`config.mk`:
```
export PLATFORM = sky130hd
export DESIGN_NAME = fifo_wr_arbiter_flat
export DESIGN_NICKNAME = d
export VERILOG_FILES = /design/src/rtl/fifo_wr_arbiter_if.sv /design/src/rtl/fifo_wr_arbiter.sv /design/src/flat_wrapper.sv
export SDC_FILE = /design/constraint.sdc
export NUM_CORES = 1
export LEC_CHECK = 0
export CAP_MARGIN = 20
export CORE_ASPECT_RATIO = 1.1
export CORE_MARGIN = 2
export CORE_UTILIZATION = 39
export DETAILED_ROUTE_END_ITERATION = 16
export GPL_ROUTABILITY_DRIVEN = 0
export MAX_ROUTING_LAYER = met4
export PLACE_DENSITY = 0.84
export SYNTH_ARGS = -nofsm -noshare
export SYNTH_HDL_FRONTEND = slang
export SYNTH_SLANG_ARGS = --single-unit
```
`constraint.sdc`:
```
create_clock -name clk -period 3.1 [get_ports clk]
set_clock_uncertainty 0.2 [all_clocks]
set_input_delay 0.62 -clock clk [delete_from_list [all_inputs] [get_ports clk]]
set_output_delay 0.62 -clock clk [all_outputs]
set_load 0.01 [all_outputs]
```
`src/rtl/fifo_wr_arbiter_if.sv`:
```
// Bundle between NREQ write requesters, the FIFO write port and the arbiter
// that shares it. The arbiter side uses the master modport.
interface fifo_wr_arbiter_if #(
  parameter int NREQ   = 4,
  parameter int DWIDTH = 4,
  parameter int BURST  = 2
);
  localparam int IDW = $clog2(NREQ);
  localparam int BCW = $clog2(BURST + 1);

  // Handshake: req[i] is a level held with stable req_data slice i until ack[i];
  // ack[i] high in a cycle means that slice is written to the FIFO at the next
  // rising edge. write_en is suppressed whenever full or rd_active is high.
  logic [NREQ-1:0]        req;
  logic [NREQ*DWIDTH-1:0] req_data;
  logic                   full;
  logic                   rd_active;
  logic                   write_en;
  logic [DWIDTH-1:0]      data_in;
  logic [NREQ-1:0]        ack;
  logic [IDW-1:0]         grant_id;
  logic                   busy;
  logic                   dbg_state;
  logic [BCW-1:0]         dbg_burst_cnt;
  logic [IDW-1:0]         dbg_last;

  modport master (
    input  req, req_data, full, rd_active,
    output write_en, data_in, ack, grant_id, busy,
    output dbg_state, dbg_burst_cnt, dbg_last
  );

  modport slave (
    output req, req_data, full, rd_active,
    input  write_en, data_in, ack, grant_id, busy,
    input  dbg_state, dbg_burst_cnt, dbg_last
  );
endinterface

```
`src/rtl/fifo_wr_arbiter.sv`:
```
// Round-robin arbiter sharing one FIFO write port among NREQ requesters,
// with a BURST-write cap per grant tenure and read-collision suppression.
module fifo_wr_arbiter #(
  parameter int NREQ   = 4,
  parameter int DWIDTH = 4,
  parameter int BURST  = 2,
  localparam int IDW   = $clog2(NREQ),
  localparam int BCW   = $clog2(BURST + 1)
) (
  input logic               clk,
  input logic               rst,
  fifo_wr_arbiter_if.master bus
);

  if (NREQ < 2 || NREQ > 16) begin : g_bad_nreq
    $error("fifo_wr_arbiter: NREQ must be in 2..16");
  end
  if (BURST < 1) begin : g_bad_burst
    $error("fifo_wr_arbiter: BURST must be >= 1");
  end

  typedef enum logic {
    IDLE   = 1'b0,
    ACTIVE = 1'b1
  } state_t;

  state_t         state;
  logic [IDW-1:0] owner;
  logic [IDW-1:0] last;
  logic [BCW-1:0] burst_cnt;

  logic [DWIDTH-1:0] req_words [NREQ];
  logic [IDW-1:0]    next_owner;
  logic [IDW:0]      probe;
  logic              found;
  logic              req_own;
  logic              wr;
  logic              burst_done;

  always_comb begin
    for (int i = 0; i < NREQ; i++) begin
      req_words[i] = bus.req_data[i*DWIDTH +: DWIDTH];
    end
  end

  // Search last+1, last+2, ... wrapping at NREQ; one extra bit holds the sum
  // before the wrap so non-power-of-2 NREQ folds back correctly.
  always_comb begin
    next_owner = last;
    found      = 1'b0;
    probe      = '0;
    for (int k = 1; k <= NREQ; k++) begin
      probe = {1'b0, last} + (IDW+1)'(k);
      if (probe >= (IDW+1)'(NREQ)) begin
        probe = probe - (IDW+1)'(NREQ);
      end
      if (!found && bus.req[probe[IDW-1:0]]) begin
        next_owner = probe[IDW-1:0];
        found      = 1'b1;
      end
    end
  end

  assign req_own    = bus.req[owner];
  assign wr         = (state == ACTIVE) && req_own && !bus.full && !bus.rd_active;
  assign burst_done = (burst_cnt == BCW'(BURST - 1));

  always_ff @(posedge clk or negedge rst) begin
    if (!rst) begin
      state     <= IDLE;
      owner     <= '0;
      last      <= IDW'(NREQ - 1);
      burst_cnt <= '0;
    end else begin
      case (state)
        IDLE: begin
          if (found) begin
            owner     <= next_owner;
            burst_cnt <= '0;
            state     <= ACTIVE;
          end
        end
        ACTIVE: begin
          if (!req_own) begin
            last      <= owner;
            burst_cnt <= '0;
            state     <= IDLE;
          end else if (wr) begin
            if (burst_done) begin
              last      <= owner;
              burst_cnt <= '0;
              state     <= IDLE;
            end else begin
              burst_cnt <= burst_cnt + BCW'(1);
            end
          end
          // Stalled by full or a read: keep tenure and count unchanged.
        end
        default: state <= IDLE;
      endcase
    end
  end

  assign bus.write_en      = wr;
  assign bus.ack           = wr ? (NREQ'(1) << owner) : '0;
  assign bus.data_in       = (state == ACTIVE) ? req_words[owner] : '0;
  assign bus.grant_id      = owner;
  assign bus.busy          = (state == ACTIVE);
  assign bus.dbg_state     = state;
  assign bus.dbg_burst_cnt = burst_cnt;
  assign bus.dbg_last      = last;

endmodule

```
`src/flat_wrapper.sv`:
```
// flat-port wrapper written by rule: the top's interface ports become plain ports
module fifo_wr_arbiter_flat 
#(
  parameter int NREQ   = 4,
  parameter int DWIDTH = 4,
  parameter int BURST  = 2,
  localparam int IDW   = $clog2(NREQ),
  localparam int BCW   = $clog2(BURST + 1)
)
  (clk, rst, bus_req, bus_req_data, bus_full, bus_rd_active, bus_write_en, bus_data_in, bus_ack, bus_grant_id, bus_busy, bus_dbg_state, bus_dbg_burst_cnt, bus_dbg_last);
  fifo_wr_arbiter_if #(.NREQ(NREQ), .DWIDTH(DWIDTH), .BURST(BURST)) bus_i ();
  input logic clk;
  input logic rst;
  input wire logic [$bits(bus_i.req)-1:0] bus_req;
  input wire logic [$bits(bus_i.req_data)-1:0] bus_req_data;
  input wire logic [$bits(bus_i.full)-1:0] bus_full;
  input wire logic [$bits(bus_i.rd_active)-1:0] bus_rd_active;
  output wire logic [$bits(bus_i.write_en)-1:0] bus_write_en;
  output wire logic [$bits(bus_i.data_in)-1:0] bus_data_in;
  output wire logic [$bits(bus_i.ack)-1:0] bus_ack;
  output wire logic [$bits(bus_i.grant_id)-1:0] bus_grant_id;
  output wire logic [$bits(bus_i.busy)-1:0] bus_busy;
  output wire logic [$bits(bus_i.dbg_state)-1:0] bus_dbg_state;
  output wire logic [$bits(bus_i.dbg_burst_cnt)-1:0] bus_dbg_burst_cnt;
  output wire logic [$bits(bus_i.dbg_last)-1:0] bus_dbg_last;
  assign bus_i.req = bus_req;
  assign bus_i.req_data = bus_req_data;
  assign bus_i.full = bus_full;
  assign bus_i.rd_active = bus_rd_active;
  assign bus_write_en = bus_i.write_en;
  assign bus_data_in = bus_i.data_in;
  assign bus_ack = bus_i.ack;
  assign bus_grant_id = bus_i.grant_id;
  assign bus_busy = bus_i.busy;
  assign bus_dbg_state = bus_i.dbg_state;
  assign bus_dbg_burst_cnt = bus_i.dbg_burst_cnt;
  assign bus_dbg_last = bus_i.dbg_last;
  fifo_wr_arbiter #(.NREQ(NREQ), .DWIDTH(DWIDTH), .BURST(BURST)) u_core (.clk(clk), .rst(rst), .bus(bus_i));
endmodule
```
==> impl_metrics.py <==
metrics = {
    "die": {
        "start_util": 0.424,
        "dieArea_um2": 2080,
        "die_w_um": 43.7,
        "die_y_um": 47.7,
        "rows": 15,
        "ioPinCount": 41,
        "core_area_um2": 1600,
    },
    "cts": {
        "cts_root_buf": "clkbuf_4",
        "h-tree-depth": 1,
        "numCtsBuffers": 3,
        "cts_setup_buffers": 0,
        "clkTransAtPathRegs_ns": 0.05,
        "insertion_delay_ns": 0.24,
        "cts_tree": "built",
        "cts.sinks": 7,
        "ctsLongestPathBuffers": 2,
    },
    "worst_setup_path": {
        "cp-end-kind": "primary output",
        "required_ns": 2.28,
        "r2r_cells": 3,
        "arrival_ns": 2.19,
        "cp_max_fo": 2,
        "worstSetupPathType": "in -> out",
        "rr_startpoint": "u_core.bus.grant_id[0]",
        "cp-start-kind": "primary input",
        "r2r_end": "u_core.bus.dbg_burst_cnt[0]",
        "reg2reg_slack_ns": 1.25,
        "startpoint": "bus_req[3]",
        "timing.critical_path.to": "bus_write_en",
    },
    "finish": {
        "syn_to_final_growth_pct": 67.6,
        "post_route_cells_drive_above_1_share": 0.181,
        "num-nets-final": 141,
        "antenna_cells": 0,
    },
    "yosys": {
        "synth_cells": 70,
        "synth_edf_count": 0,
        "synthTopCellsByArea": "dfrtp_1 (19%), mux4_2 (17%), dfstp_2 (7.8%)",
        "ys_ff_latch": 7,
        "postSynth.asyncResetShare": 1.00,
        "seq_area_frac_synth": 0.263,
        "synth.most_common_cell": "nand2_1",
        "synth_area_um2": 676,
        "yosys.area.top_type": "dfrtp_1",
        "yosysTopAreaCellShare": 0.185,
        "ys_types": 34,
        "ys.flop_type": "dfrtp_1",
        "syn-num-nets": 94,
        "synth_area_per_cell_um2": 9.65,
        "ys_warn_count": 0,
        "synthTopCellsByCount": "nand2_1 (7), dfrtp_1 (5), mux4_2 (5), nor2_1 (5), and2_1 (4)",
    },
    "routing": {
        "first_pass_iters": 4,
        "wl_um": 1950,
        "ant_nets": 0,
        "avgRoutedWirePerCell_um": 14.7,
        "dr_total_vias": 751,
        "viasPerCell": 5.65,
        "drt_iter0_drc": 11,
        "drcViolationCount": 0,
    },
    "outcome": {
        "outcome": "finished clean",
    },
    "timing": {
        "min_period_ns": 3.01,
        "slew_viol_final": 0,
        "max-slew-margin-rel": 0.616,
        "rsz0062_at_grt": "no",
        "fin_ws_ns": 0.0891,
        "hold_ws_ns": 0.369,
        "max_freq_mhz": 332,
        "fin_setup_tns_ns": 0,
        "min_period_over_period": 0.971,
        "setup_violations": 0,
        "tightest_slew_ns": 0.577,
        "hold_violations": 0,
    },
    "global_routing": {
        "globalRouteTotalUtil": 0.206,
        "grt_pass1_wl_um": 3040,
        "antenna_found_initial": 0,
        "grt_start_max_net_pins": 16,
        "grt_pass1_vias": 694,
        "grt_overflow": 0,
    },
    "pwr": {
        "ir_worst_vdd_uv": 453,
        "p_total_w": 0.000832,
        "powerDensity_nw_per_um2": 735,
        "p_leak_nw": 0.459,
    },
    "place": {
        "dp_slack_ns": 0.00450,
        "port_buffers": 40,
        "dp_hpwl_um": 1570,
    },
    "worst_hold_path": {
        "hp-class": "reg -> reg",
    },
    "run": {
        "maxCapViolCount": 0,
    },
}
-- layout make-up --
cell class / count / area, um2
Inverter: 3 / 11.3
Sequential cell: 7 / 178
Clock buffer: 4 / 26.3
Tap cell: 17 / 21.3
Fill cell: 121 / 463
Timing Repair Buffer: 48 / 459
Multi-Input combinational cell: 54 / 437
-- how the worst min path moves through the flow --
stage	start	to	slack, ns	cells after the start
floorplan	rst	u_core.bus.busy	0.12	0
global placement	u_core.bus.dbg_last[1]	u_core.bus.dbg_last[1]	0.35	2
detailed placement	u_core.bus.dbg_last[0]	u_core.bus.dbg_last[0]	0.36	2
CTS	u_core.bus.dbg_last[0]	u_core.bus.dbg_last[0]	0.37	2
global route	u_core.bus.dbg_last[1]	u_core.bus.dbg_last[1]	0.39	2
finish	u_core.bus.dbg_last[1]	u_core.bus.dbg_last[1]	0.37	2
-- critical path, stage by stage --
cell	delay, ns
clkdlybuf4s50_1	0.42
mux4_2	0.50
and3_1	0.18
clkdlybuf4s50_1	0.48
-- per-stage QoR --
stage               cells  utilization  instance area (um2)
finish                133        0.710                 1130
global route          133        0.710                 1130
CTS                   133        0.710                 1130
detailed placement    129        0.694                 1110
global placement      129        0.694                 1110
floorplan              70            -                  676
-- placed cells by master, fill, tap and decap left out --
cell type / Yosys / routed
clkdlybuf4s50_1: 0 / 39
buf_4: 2 / 8
nand2_1: 7 / 7
mux4_2: 5 / 5
nor2_1: 5 / 5
dfrtp_1: 5 / 5
and2_1: 4 / 4
nand3_1: 3 / 3
inv_1: 3 / 3
a21oi_1: 3 / 3
clkbuf_4: 0 / 3
and3_1: 2 / 2
nor3b_1: 2 / 2
a32o_1: 2 / 2
mux2_2: 2 / 2
a21o_1: 2 / 2
o21ai_1: 2 / 2
mux2_1: 2 / 2
dfstp_2: 2 / 2
nor3_1: 1 / 1
nor4b_1: 1 / 1
or4b_1: 1 / 1
nor4_2: 1 / 1
a31o_1: 1 / 1
xor2_1: 1 / 1
nor2b_1: 1 / 1
nand2b_1: 1 / 1
a211o_1: 1 / 1
o32a_1: 1 / 1
o21ai_0: 1 / 1
a211oi_1: 1 / 1
o41ai_1: 1 / 1
clkbuf_1: 1 / 1
dlygate4sd2_1: 0 / 1
-- state kept, by name, indices dropped and copies added, names as in the netlist --
register,cells
u_core.bus.grant_id,2
u_core.bus.dbg_last,2
u_core.bus.dbg_burst_cnt,2
u_core.bus.busy,1
-- repair_timing --
| action | 4_1_cts | 5_1_grt |
|---|---|---|
| gates resized for setup | 1 | 0 |
| hold endpoints to repair | 0 | 0 |
| setup endpoints to repair | 1 | 0 |
| hold buffers | 0 | 0 |
-- where the power goes --
group	internal (W)	switching (W)	total [W]
registers	0.000139	0.0000698	0.000208
clock network	0.0000488	0.0000285	0.0000772
logic	0.000329	0.000218	0.000547
total	0.000516	0.000316	0.000832
-- routing by layer --
metal / global-route usage / wire [um]
met4: 0.0848 / 0
met5: - / 0
met1: 0.234 / 784
met2: 0.353 / 925
met3: 0.0491 / 239
-- kinds of logic after synthesis --
family / after synthesis / synth area share
compound gates: 15 / 0.161
buf+inv: 9 / 0.0907
xor+xnor: 1 / 0.0130
flops: 7 / 0.263
simple gates: 29 / 0.239
mux: 9 / 0.233
Power figures use the tool's default switching activity.
